--- src/rtl/branch_unit.sv ---
// rtl/branch_unit.sv - conditional branch resolver with 2-bit BHT and mispredict counter
//
// Ports:
//   clk, rst_n            clock, asynchronous active-low reset
//   in_valid / in_ready   request handshake
//   is_branch, funct3     request kind and branch condition select
//   rs1_data, rs2_data    compare operands
//   pc, imm, pred_taken   branch address, sign-extended offset, fetch prediction
//   lk_pc / lk_taken      combinational predictor lookup
//   out_valid / out_ready result handshake
//   taken, mispredict,    registered resolution flags
//   illegal, next_pc
//   mispredict_cnt        saturating mispredicted-branch count
module branch_unit #(
  parameter int XLEN      = 32,
  parameter int BHT_DEPTH = 16
) (
  input  logic            clk,
  input  logic            rst_n,
  input  logic            in_valid,
  output logic            in_ready,
  input  logic            is_branch,
  input  logic [2:0]      funct3,
  input  logic [XLEN-1:0] rs1_data,
  input  logic [XLEN-1:0] rs2_data,
  input  logic [XLEN-1:0] pc,
  input  logic [XLEN-1:0] imm,
  input  logic            pred_taken,
  input  logic [XLEN-1:0] lk_pc,
  output logic            lk_taken,
  output logic            out_valid,
  input  logic            out_ready,
  output logic            taken,
  output logic            mispredict,
  output logic            illegal,
  output logic [XLEN-1:0] next_pc,
  output logic [15:0]     mispredict_cnt
);

  localparam int BHT_IDX = $clog2(BHT_DEPTH);

  logic            out_valid_q, out_valid_d;
  logic            taken_q, mispredict_q, illegal_q;
  logic [XLEN-1:0] next_pc_q;
  logic [15:0]     cnt_q, cnt_d;
  logic [1:0]      bht_q [BHT_DEPTH];

  logic               accept;
  logic               legal;
  logic               cond;
  logic               taken_c, illegal_c, mispredict_c;
  logic [XLEN-1:0]    next_pc_c;
  logic [BHT_IDX-1:0] upd_idx, lk_idx;
  logic               bht_we;
  logic [1:0]         bht_cur, bht_d;

  assign in_ready = !out_valid_q || out_ready;
  assign accept   = in_valid && in_ready;

  // funct3 010/011 are the only reserved encodings
  assign legal = (funct3 != 3'b010) && (funct3 != 3'b011);

  always_comb begin
    cond = 1'b0;
    case (funct3)
      3'b000:  cond = (rs1_data == rs2_data);
      3'b001:  cond = (rs1_data != rs2_data);
      3'b100:  cond = ($signed(rs1_data) <  $signed(rs2_data));
      3'b101:  cond = ($signed(rs1_data) >= $signed(rs2_data));
      3'b110:  cond = (rs1_data <  rs2_data);
      3'b111:  cond = (rs1_data >= rs2_data);
      default: cond = 1'b0;
    endcase
  end

  assign taken_c      = is_branch && legal && cond;
  assign illegal_c    = is_branch && !legal;
  assign mispredict_c = is_branch && legal && (taken_c ^ pred_taken);
  assign next_pc_c    = taken_c ? (pc + imm) : (pc + XLEN'(4));

  // Predictor indexing skips the two always-zero instruction alignment bits
  assign upd_idx  = pc[BHT_IDX+1:2];
  assign lk_idx   = lk_pc[BHT_IDX+1:2];
  // Reads the registered table, so a same-cycle update is not visible yet
  assign lk_taken = bht_q[lk_idx][1];

  assign bht_we  = accept && is_branch && legal;
  assign bht_cur = bht_q[upd_idx];

  always_comb begin
    bht_d = bht_cur;
    if (taken_c) begin
      if (bht_cur != 2'b11) bht_d = bht_cur + 2'b01;
    end else begin
      if (bht_cur != 2'b00) bht_d = bht_cur - 2'b01;
    end
  end

  always_comb begin
    out_valid_d = out_valid_q;
    if (accept)         out_valid_d = 1'b1;
    else if (out_ready) out_valid_d = 1'b0;
  end

  always_comb begin
    cnt_d = cnt_q;
    if (accept && mispredict_c && (cnt_q != 16'hFFFF)) cnt_d = cnt_q + 16'd1;
  end

  always_ff @(posedge clk or negedge rst_n) begin
    if (!rst_n) begin
      out_valid_q  <= 1'b0;
      taken_q      <= 1'b0;
      mispredict_q <= 1'b0;
      illegal_q    <= 1'b0;
      next_pc_q    <= '0;
      cnt_q        <= '0;
      for (int i = 0; i < BHT_DEPTH; i++) bht_q[i] <= 2'b01;
    end else begin
      out_valid_q <= out_valid_d;
      cnt_q       <= cnt_d;
      if (accept) begin
        taken_q      <= taken_c;
        mispredict_q <= mispredict_c;
        illegal_q    <= illegal_c;
        next_pc_q    <= next_pc_c;
      end
      if (bht_we) bht_q[upd_idx] <= bht_d;
    end
  end

  assign out_valid      = out_valid_q;
  assign taken          = taken_q;
  assign mispredict     = mispredict_q;
  assign illegal        = illegal_q;
  assign next_pc        = next_pc_q;
  assign mispredict_cnt = cnt_q;

endmodule
--- config.mk ---
export PLATFORM = sky130hd
export DESIGN_NAME = branch_unit
export DESIGN_NICKNAME = d
export VERILOG_FILES = /design/src/rtl/branch_unit.sv
export SDC_FILE = /design/constraint.sdc
export NUM_CORES = 1
export LEC_CHECK = 0
export ABC_AREA = 1
export BUFFER_PORTS_ARGS = -buffer_cell sky130_fd_sc_hd__buf_2
export CORE_UTILIZATION = 40
export CTS_BUF_LIST = sky130_fd_sc_hd__clkbuf_16
export CTS_CLUSTER_DIAMETER = 120
export CTS_CLUSTER_SIZE = 40
export DETAILED_ROUTE_END_ITERATION = 8
export MAX_ROUTING_LAYER = met4
export SYNTH_ARGS = -nofsm -noshare
export SYNTH_HDL_FRONTEND = slang
export SYNTH_SLANG_ARGS = --single-unit
--- constraint.sdc ---
create_clock -name clk -period 3.3 [get_ports clk]
set_clock_uncertainty 0.15 [all_clocks]
set_input_delay 0.165 -clock clk [delete_from_list [all_inputs] [get_ports clk]]
set_output_delay 0.165 -clock clk [all_outputs]
set_load 0.02 [all_outputs]
* Word-level counts from Yosys, hierarchy flattened *
Index checks and enable logic that the tools add are counted.

operators by class
  add/sub/neg operators = 5
  multiplexer cells = 16
  reduce and logical (&&, ||, !) cells = 17
  equal/unequal tests = 11
  bitwise logic cells = 3
  order comparisons = 7

operators with widths
  operator                                                                  count
  32-bit greater-or-equal comparator                                        2
  32-bit < comparator                                                       2
  32-bit by 3-bit adder with 32-bit output (second input constant)          1
  32-bit adder                                                              1
  32-bit bitwise mux                                                        1
  32-bit equality test                                                      1
  32-bit two-way mux                                                        1
  32-bit inequality test                                                    1
  16-bit by 1-bit adder with 16-bit output (second input constant)          1
  2-bit binary-select mux with 4-bit select                                 2
  2-bit two-way mux                                                         8
  16-bit inequality test (second input constant)                            1
  3-bit equality test (second input constant)                               4
  1-bit logical AND                                                         11
  5-bit greater-or-equal comparator (second input constant)                 2
  4-bit inverter with 5-bit output                                          2
  2-bit demux with 4-bit select                                             1
  3-bit by 2-bit inequality test with 1-bit output (second input constant)  2
  1-bit one-hot mux with 6 select lines                                     1
  5-bit by 1-bit < comparator with 1-bit output (second input constant)     1
  2-bit nonzero test                                                        2
  3-bit by 1-bit equality test with 1-bit output (second input constant)    1
  3-bit logical NOT                                                         1
  2-bit by 1-bit adder with 2-bit output (second input constant)            1
  6 further kinds                                                           8

storage, ports and cells
  flip-flop bits (word level) = 84
  bits of input ports = 169

* Logic depth before layout (Yosys ltp) *
Gate-level depths: netlist (run 1).

  depth in word-level cells = 8
  mapped depth = 22

* Worst setup path after synthesis (run 1) *
OpenSTA, ideal clock, no wires.

  path kind = flip-flop to flip-flop
  start point = register cnt_q[0] (netlist: mispredict_cnt[0])
  end point = register cnt_q[10] (netlist: mispredict_cnt[10])
  data arrival time = 2.102 ns
  period minus slack after synthesis = 2.369 ns
  path slack = 0.931 ns
  stages on the path, launching flop included = 10
  library setup time = 0.117 ns
  cells stage by stage = dfrtp_1 ha_1 nand3_1 nor2_1 nand2_1 or4_1 buf_1 clkbuf_1 nand4_1 nand2_1

on the way
  cells in the longest elaborated chain, start to end = 2

RTL lines
  item                                                                              line  text
  start: declaration                                                                45    logic [15:0] cnt_q, cnt_d;
  start signal: assignment                                                          121   cnt_q <= cnt_d;
  branches (longest 2 deep; another with 16-bit by 1-bit adder with 16-bit output)  --

Several ways; the timed one is not identified.
A chain may end at the register's enable or synchronous reset.

* Final worst setup path (run 1) *
  start point = input imm[0]
  end point = register next_pc_q[22] (netlist: next_pc[22])

on the way
  cells in the longest elaborated chain, start to end = 2

RTL lines
  item                    line  text
  start: declaration      27    input logic [XLEN-1:0] imm,
  32-bit adder            79    assign next_pc_c = taken_c ? (pc + imm) : (pc + XLEN'(4));
  32-bit two-way mux      79
  end signal: assignment  126   next_pc_q <= next_pc_c;
  end: declaration        44    logic [XLEN-1:0] next_pc_q;

Every way passes these cells.

==> flow_metrics.py, run 1 <==
metrics = {
    "sta": {
        "clock.fmax_mhz": 372,
        "hold_violations": 0,
        "slew_headroom": 0.302,
        "rsz0062_at_grt": "no",
        "setup_viol": 0,
        "final.period_utilization": 0.816,
        "min_period_ns": 2.69,
        "max_slew.worst_pin.slew_ns": 1.04,
        "fin_tns_setup_ns": 0,
        "timing.final.max_slew_violations": 0,
    },
    "global_routing": {
        "track_usage": 0.246,
        "grt_max_degree": 50,
        "grt-ovfl-total": 0,
        "grt_pass1_wl_mm": 38.6,
        "grt_pass1_vias": 7881,
        "antenna_found_initial": 0,
    },
    "place": {
        "dpl_cell_area_mm2": 0.00932,
        "hpwl_mm": 19.4,
        "dp_cells": 1684,
        "gp_congestion": 0.978,
        "port-buffer-count": 194,
    },
    "die": {
        "dieWidth_um": 144,
        "dieArea_mm2": 0.0206,
        "initial_utilization": 0.410,
        "row_count": 51,
        "die_h_um": 144,
        "core-area_mm2": 0.0196,
        "io_pins": 223,
    },
    "power_and_ir_drop": {
        "cellLeakagePower_uw": 0.00521,
        "power_density_mw_per_mm2": 371,
        "comb_power_share": 0.351,
        "pwr-share-clk": 0.296,
        "power_switching_uw": 1320,
        "ir_drop_mv": 0.283,
        "seqPwrFrac": 0.354,
        "p_int_uw": 2270,
        "totalPowerFinal_uw": 3590,
        "swShare": 0.367,
    },
    "drt": {
        "ant_nets": 0,
        "vias_per_cell": 4.94,
        "wl_per_cell_um": 14.1,
        "drt_first_pass_iters": 5,
        "drcViolationCount": 0,
        "routed_wl_mm": 23.9,
        "dr_total_vias": 8420,
        "drtIter0Drc": 393,
    },
    "layout": {
        "antennaDiodeCount": 0,
        "instances_no_fill": 1703,
        "area_growth_pct": 20.3,
        "layout.nets": 1671,
        "postLayoutCoreUtil": 0.493,
        "n_fill_cell": 2068,
        "drive_above_1_share": 0.184,
        "fin_area_mm2": 0.00966,
    },
    "clock_network": {
        "cts_sinks": 84,
        "numCtsBuffers": 9,
        "post_cts_buffers": 0,
        "path_clk_slew_ns": 0.06,
        "h-tree-depth": 3,
        "cts_tree": "yes",
        "cts_root_buf": "clkbuf_16",
        "cts_buffer_depth": 2,
        "clk_latency_ns": 0.35,
    },
    "critical_path": {
        "cp.required_ns": 3.43,
        "critPathArrivalTime_ns": 2.83,
        "crit_path_end_kind": "flip-flop",
        "start_kind": "input pin",
        "path_class": "input pin to flip-flop",
        "crit_path_max_fanout": 3,
    },
    "synth": {
        "synth_ff_type": "dfrtp_1",
        "syn_nets": 1474,
        "synthCells": 1236,
        "seq_area_frac_synth": 0.264,
        "yosysWarnings": 0,
        "ys_async_sr_fraction": 1.00,
        "ys_types": 48,
        "avgSynthCellArea_um2": 6.49,
        "netlist_area_mm2": 0.00803,
        "synth-seq-cells": 84,
        "synth-edff-count": 0,
    },
    "job": {
        "cap_violations": 0,
    },
    "worst_hold_path": {
        "worstHoldPathType": "input pin to flip-flop",
    },
    "outcome": {
        "status": "completed",
    },
}
sequential cells by signal, indices dropped and copies added (netlist names):
signal,flops
mispredict,1
next_pc,32
taken,1
out_valid,1
bht_q,32
illegal,1
mispredict_cnt,16
layout by cell type (no fill, tap or decap), drive strengths merged, types with 3 or more instances in the layout:
| cell type | instances |
|---|---|
| a21boi | 3 |
| a21o | 4 |
| a21oi | 59 |
| buf | 210 |
| clkbuf | 9 |
| clkinv | 6 |
| dfrtp | 68 |
| dfstp | 16 |
| dlygate4sd3 | 3 |
| ha | 68 |
| inv | 158 |
| nand2 | 441 |
| nand3 | 65 |
| nand4 | 40 |
| nor2 | 98 |
| nor3 | 22 |
| nor3b | 3 |
| nor4 | 6 |
| o211ai | 4 |
| o21a | 5 |
| o21ai | 63 |
| o21bai | 4 |
| o22ai | 4 |
| or2 | 3 |
| xnor2 | 17 |
| xor2 | 45 |
final timing paths:
path                       depth (start not counted)  slack (ns)                 end              start
setup reg to reg                                   8        0.66  mispredict_cnt[15]  mispredict_cnt[0]
hold reg to reg                                    2        0.32            bht_q[0]           bht_q[0]
hold / removal                                     5        0.03          next_pc[0]              pc[0]
setup / recovery                                  14        0.61         next_pc[22]             imm[0]
min in group asynchronous                          2        0.23            bht_q[9]              rst_n
max in group asynchronous                          3        2.02         next_pc[16]              rst_n
synth_stat cells (2+ instances only):
library cell,n,area [um^2]
clkinv_1,2,7.51
o21ai_0,58,290
nor2_1,97,364
nand3_1,63,315
inv_1,157,589
dfrtp_1,68,1700
o21ai_2,2,17.5
buf_1,4,15.0
a21o_1,4,30.0
a21oi_1,59,295
buf_2,8,40.0
a211oi_1,2,15.0
o2111ai_1,2,17.5
o21a_1,5,37.5
ha_1,68,851
xnor2_1,17,149
o22ai_1,4,25.0
nand2_8,2,40.0
nor3b_1,2,15.0
xor2_1,45,394
o211ai_1,4,30.0
o21ai_1,3,15.0
dfstp_2,16,420
or2_2,3,18.8
nand2_1,426,1600
nand4_1,40,250
nor4_1,6,37.5
clkbuf_1,12,45.0
o21bai_1,4,30.0
nor3_1,22,110
nand2_2,13,81.3
a21boi_0,2,15.0
final cells by class:
type | count | area (um^2) | area share
flip-flops and latches | 84 | 2120 | 0.220
multi-input cells | 966 | 5170 | 0.536
well taps | 265 | 332 | 0.0343
inverters | 159 | 597 | 0.0618
clock inverters | 7 | 82.6 | 0.00855
clock buffers | 9 | 225 | 0.0233
repair buffers | 213 | 1120 | 0.116
metrics by stage:
| stage | hold WS [ns] | worst slack, ns |
|---|---|---|
| finish | 0.0277 | 0.609 |
| CTS | 0.0162 | 0.668 |
| floorplan | -0.281 | 0.931 |
| detailed placement | 0.0779 | 0.326 |
| global placement | 0.0838 | 0.342 |
| global route | 0.0627 | 0.306 |
logic make-up after synthesis:
group	Yosys count	share of synthesized area
AO/OA/AOI/OAI	153	0.106
XOR/XNOR	62	0.0677
adder cells (fa/ha/maj)	69	0.109
buffers and inverters	186	0.0907
flip-flops	84	0.264
AND/OR/NAND/NOR	682	0.363
timing repair:
item / CTS / global route
endpoints found under the hold margin: 40 / 0
setup endpoints to repair: 0 / 0
gates resized for setup: 0 / 0
hold buffers: 3 / 0
worst max-delay path, cell delays in order:
cell	delay (ns)
buf_2	0.10
ha_1	0.19
inv_1	0.07
fa_1	0.40
o21ai_1	0.30
a21oi_1	0.17
o21ai_0	0.44
a21oi_1	0.20
o21bai_1	0.25
xor2_1	0.17
nand2_1	0.08
nand2_1	0.13
nand2_1	0.06
nand2_1	0.08
layer usage:
layer | global-route usage | wire length (um) | share of wire | vias to the layer above
li1 | - | - | - | 4391
met1 | 0.343 | 11600 | 0.48 | 3766
met2 | 0.381 | 10700 | 0.45 | 244
met3 | 0.0277 | 1360 | 0.057 | 19
met4 | 0.0554 | 315 | 0.013 | 0
met5 | - | 0 | 0 | -
power groups by stage:
stage	sequential (uW)	clock [uW]	combinational (uW)
after floorplan	1380	0	690
after global placement	1280	0	1240
after detailed placement	1280	0	1250
after CTS	1270	1080	1260
after global routing	1280	1120	1410
final	1270	1060	1260
(Power assumes the default switching activity.)
==> run 2, diff against run 1 <==
- ABC_AREA: 1 -> 0
- PLACE_DENSITY: not set -> 0.68
- clock period: 3.3 -> 2.4 ns (I/O delays scaled with it)
==> run 2 against run 1 <==
Compared with the run above: the flow now finishes with violations (negative setup slack); area after synthesis shrank 12%; sequential power grew 37%; combinational power grew 57%; core utilization grew 11 points; cell count shrank 21%; first-iteration DRC count shrank 26%; synthesized cell count shrank 36%; critical path depth is the same; largest power group is now combinational cells.
==> flow_metrics.py, run 2 <==
metrics = {
    "drt": {
        "drt_first_pass_iters": 4,
        "drtIter0Drc": 292,
        "drcViolationCount": 0,
        "wl_per_cell_um": 15.8,
        "ant_nets": 0,
        "vias_per_cell": 5.22,
        "dr_total_vias": 7051,
        "routed_wl_mm": 21.4,
    },
    "die": {
        "io_pins": 223,
        "core-area_mm2": 0.0172,
        "row_count": 48,
        "die_h_um": 135,
        "dieWidth_um": 135,
        "dieArea_mm2": 0.0181,
        "initial_utilization": 0.407,
    },
    "critical_path": {
        "path_class": "input pin to flip-flop",
        "crit_path_max_fanout": 3,
        "rr_startpoint": "bht_q[31]",
        "slowest_delay_ns": 0.39,
        "critPathArrivalTime_ns": 2.74,
        "r2r_slack_ns": -0.01,
        "path_buf_inv": 5,
        "cp.required_ns": 2.48,
        "cp_top_family": "simple AND/OR/NAND/NOR gates",
        "start_kind": "input pin",
        "rr_worst_depth": 4,
        "cp_cell_sequence": "buf_6, inv_2, ha_4, nand4_1, nor4_4, buf_4, nand4_1, or3b_1, and3_4, o211ai_1, buf_4, mux2i_4, buf_6, mux2_4",
        "crit_path_end_kind": "flip-flop",
        "slowest_stage": "or3b_1",
        "r2r-end": "bht_q[15]",
    },
    "clock_network": {
        "cts_buffer_depth": 2,
        "cts_tree": "yes",
        "cts_sinks": 84,
        "clk_latency_ns": 0.35,
        "cts_root_buf": "clkbuf_16",
        "h-tree-depth": 3,
        "numCtsBuffers": 9,
        "path_clk_slew_ns": 0.06,
    },
    "sta": {
        "holdWs_ns": 0.0392,
        "setup_viol": 78,
        "rsz0062_at_grt": "yes",
        "timing.final.max_slew_violations": 0,
        "layout_setup_ws_ns": -0.261,
        "final.period_utilization": 1.11,
        "clock.fmax_mhz": 376,
        "slew_headroom": 0.672,
        "max_slew.worst_pin.slew_ns": 0.492,
        "min_period_ns": 2.66,
        "hold_violations": 0,
        "fin_tns_setup_ns": -13.80,
    },
    "synth": {
        "synth-seq-cells": 84,
        "synth_ff_type": "dfrtp_1",
        "yosysWarnings": 0,
        "synthCells": 787,
        "netlist_area_mm2": 0.00702,
        "yosys-top-cells-area": "dfrtp_1, ha_1, dfstp_2",
        "yosys.area.top_type": "dfrtp_1",
        "seq_area_frac_synth": 0.302,
        "ys_async_sr_fraction": 1.00,
        "ys_top_cells_by_count": "nand2_1, dfrtp_1, ha_1, a21oi_1, o21ai_0",
        "synth-edff-count": 0,
        "yosys.cell_count.top_type": "nand2_1",
        "ys_types": 58,
        "avgSynthCellArea_um2": 8.92,
        "synth.top_cell.area_share": 0.242,
        "syn_nets": 1025,
    },
    "power_and_ir_drop": {
        "power_density_mw_per_mm2": 496,
        "ir_drop_mv": 0.320,
        "totalPowerFinal_uw": 5140,
        "cellLeakagePower_uw": 0.00499,
    },
    "place": {
        "hpwl_mm": 16.1,
        "port-buffer-count": 194,
        "gp_congestion": 0.878,
        "place_ws_ns": -0.752,
    },
    "layout": {
        "n_fill_cell": 1483,
        "postLayoutCoreUtil": 0.601,
        "final_cell_mix": "buf_2, buf_4, nand2_1",
        "seqCellArea_mm2": 0.00212,
        "layout.nets": 1360,
        "area_growth_pct": 47.5,
        "drive_above_1_share": 0.442,
        "layout_commonest_cell": "buf_2",
        "multi_input_area_mm2": 0.00508,
    },
    "global_routing": {
        "grt_pass1_vias": 6992,
        "track_usage": 0.239,
        "grt_max_degree": 51,
        "antenna_found_initial": 1,
        "grt_pass1_wl_mm": 33.1,
        "grt-ovfl-total": 0,
    },
    "outcome": {
        "violations": "negative setup slack",
        "status": "complete, but fails checks",
    },
    "worst_hold_path": {
        "min_path_cells": 3,
        "whs_endpoint": "mispredict",
        "worstHoldPathType": "input pin to flip-flop",
        "min-delay-start": "pred_taken",
    },
    "job": {
        "cap_violations": 0,
    },
}
run 2: area by class of cell:
type	instances	area share
clock buffers	9	0.0217
repair buffers	343	0.228
clock inverters	6	0.00616
inverters	51	0.0216
multi-input cells	633	0.490
flip-flops and latches	84	0.205
diodes	1	0.000241
well taps	225	0.0272
run 2: timing repair:
item | 4_1_cts | 5_1_grt
hold buffers | 7 | 0
pin swaps | 25 | 13
setup buffers | 11 | 5
cloned | 2 | 3
endpoints found under the hold margin | 38 | 0
resized for setup | 66 | 48
endpoints found under the setup margin | 81 | 82
run 2: worst max path at each step:
| stage | from | endpoint | slack (ns) | depth (start not counted) |
|---|---|---|---|---|
| after global routing | rs2_data[8] | mispredict_cnt[1] | -0.38 | 14 |
| after floorplan | rs2_data[25] | mispredict_cnt[1] | -0.40 | 11 |
| after CTS | rs2_data[17] | mispredict_cnt[1] | -0.18 | 13 |
| final | rs2_data[8] | mispredict_cnt[1] | -0.26 | 14 |
| after detailed placement | rs1_data[15] | mispredict_cnt[14] | -0.75 | 12 |
| after global placement | rs2_data[15] | mispredict_cnt[14] | -0.67 | 13 |
run 2: kinds of logic (layout without fill, tap and decap cells):
group                    count (synthesis)  count (layout)  synth area share
AND/OR/NAND/NOR                        260             260             0.179
AO/OA/AOI/OAI                          172             172             0.145
flip-flops                              84              84             0.302
buffers and inverters                   72             409            0.0433
adder cells (fa/ha/maj)                 71              73             0.127
XOR/XNOR                                68              68            0.0848
multiplexers                            60              60             0.119
other                                    0               1                 0
run 2: routing by layer:
layer	wire length [um]	track usage	up-vias
met1	9490	0.298	3310
met3	1080	0.0342	31
met2	10400	0.396	204
li1	-	-	3506
met4	438	0.0880	0
met5	0	-	-
run 2: per-stage QoR:
stage                     area, um^2  cells
after global placement          9210   1308
final                          10400   1352
after floorplan                 7130    787
after detailed placement        9210   1308
after CTS                      10000   1343
after global routing           10400   1352
run 2: worst min-delay path, stage by stage:
cell     delay (ns)
buf_2          0.13
xor2_1         0.11
o21ai_0        0.14
run 2: where the power goes:
group / internal (uW) / switching (uW) / total, uW
Sequential: 1610 / 135 / 1740
Clock: 802 / 615 / 1420
Combinational: 939 / 1040 / 1980
Total: 3350 / 1790 / 5140
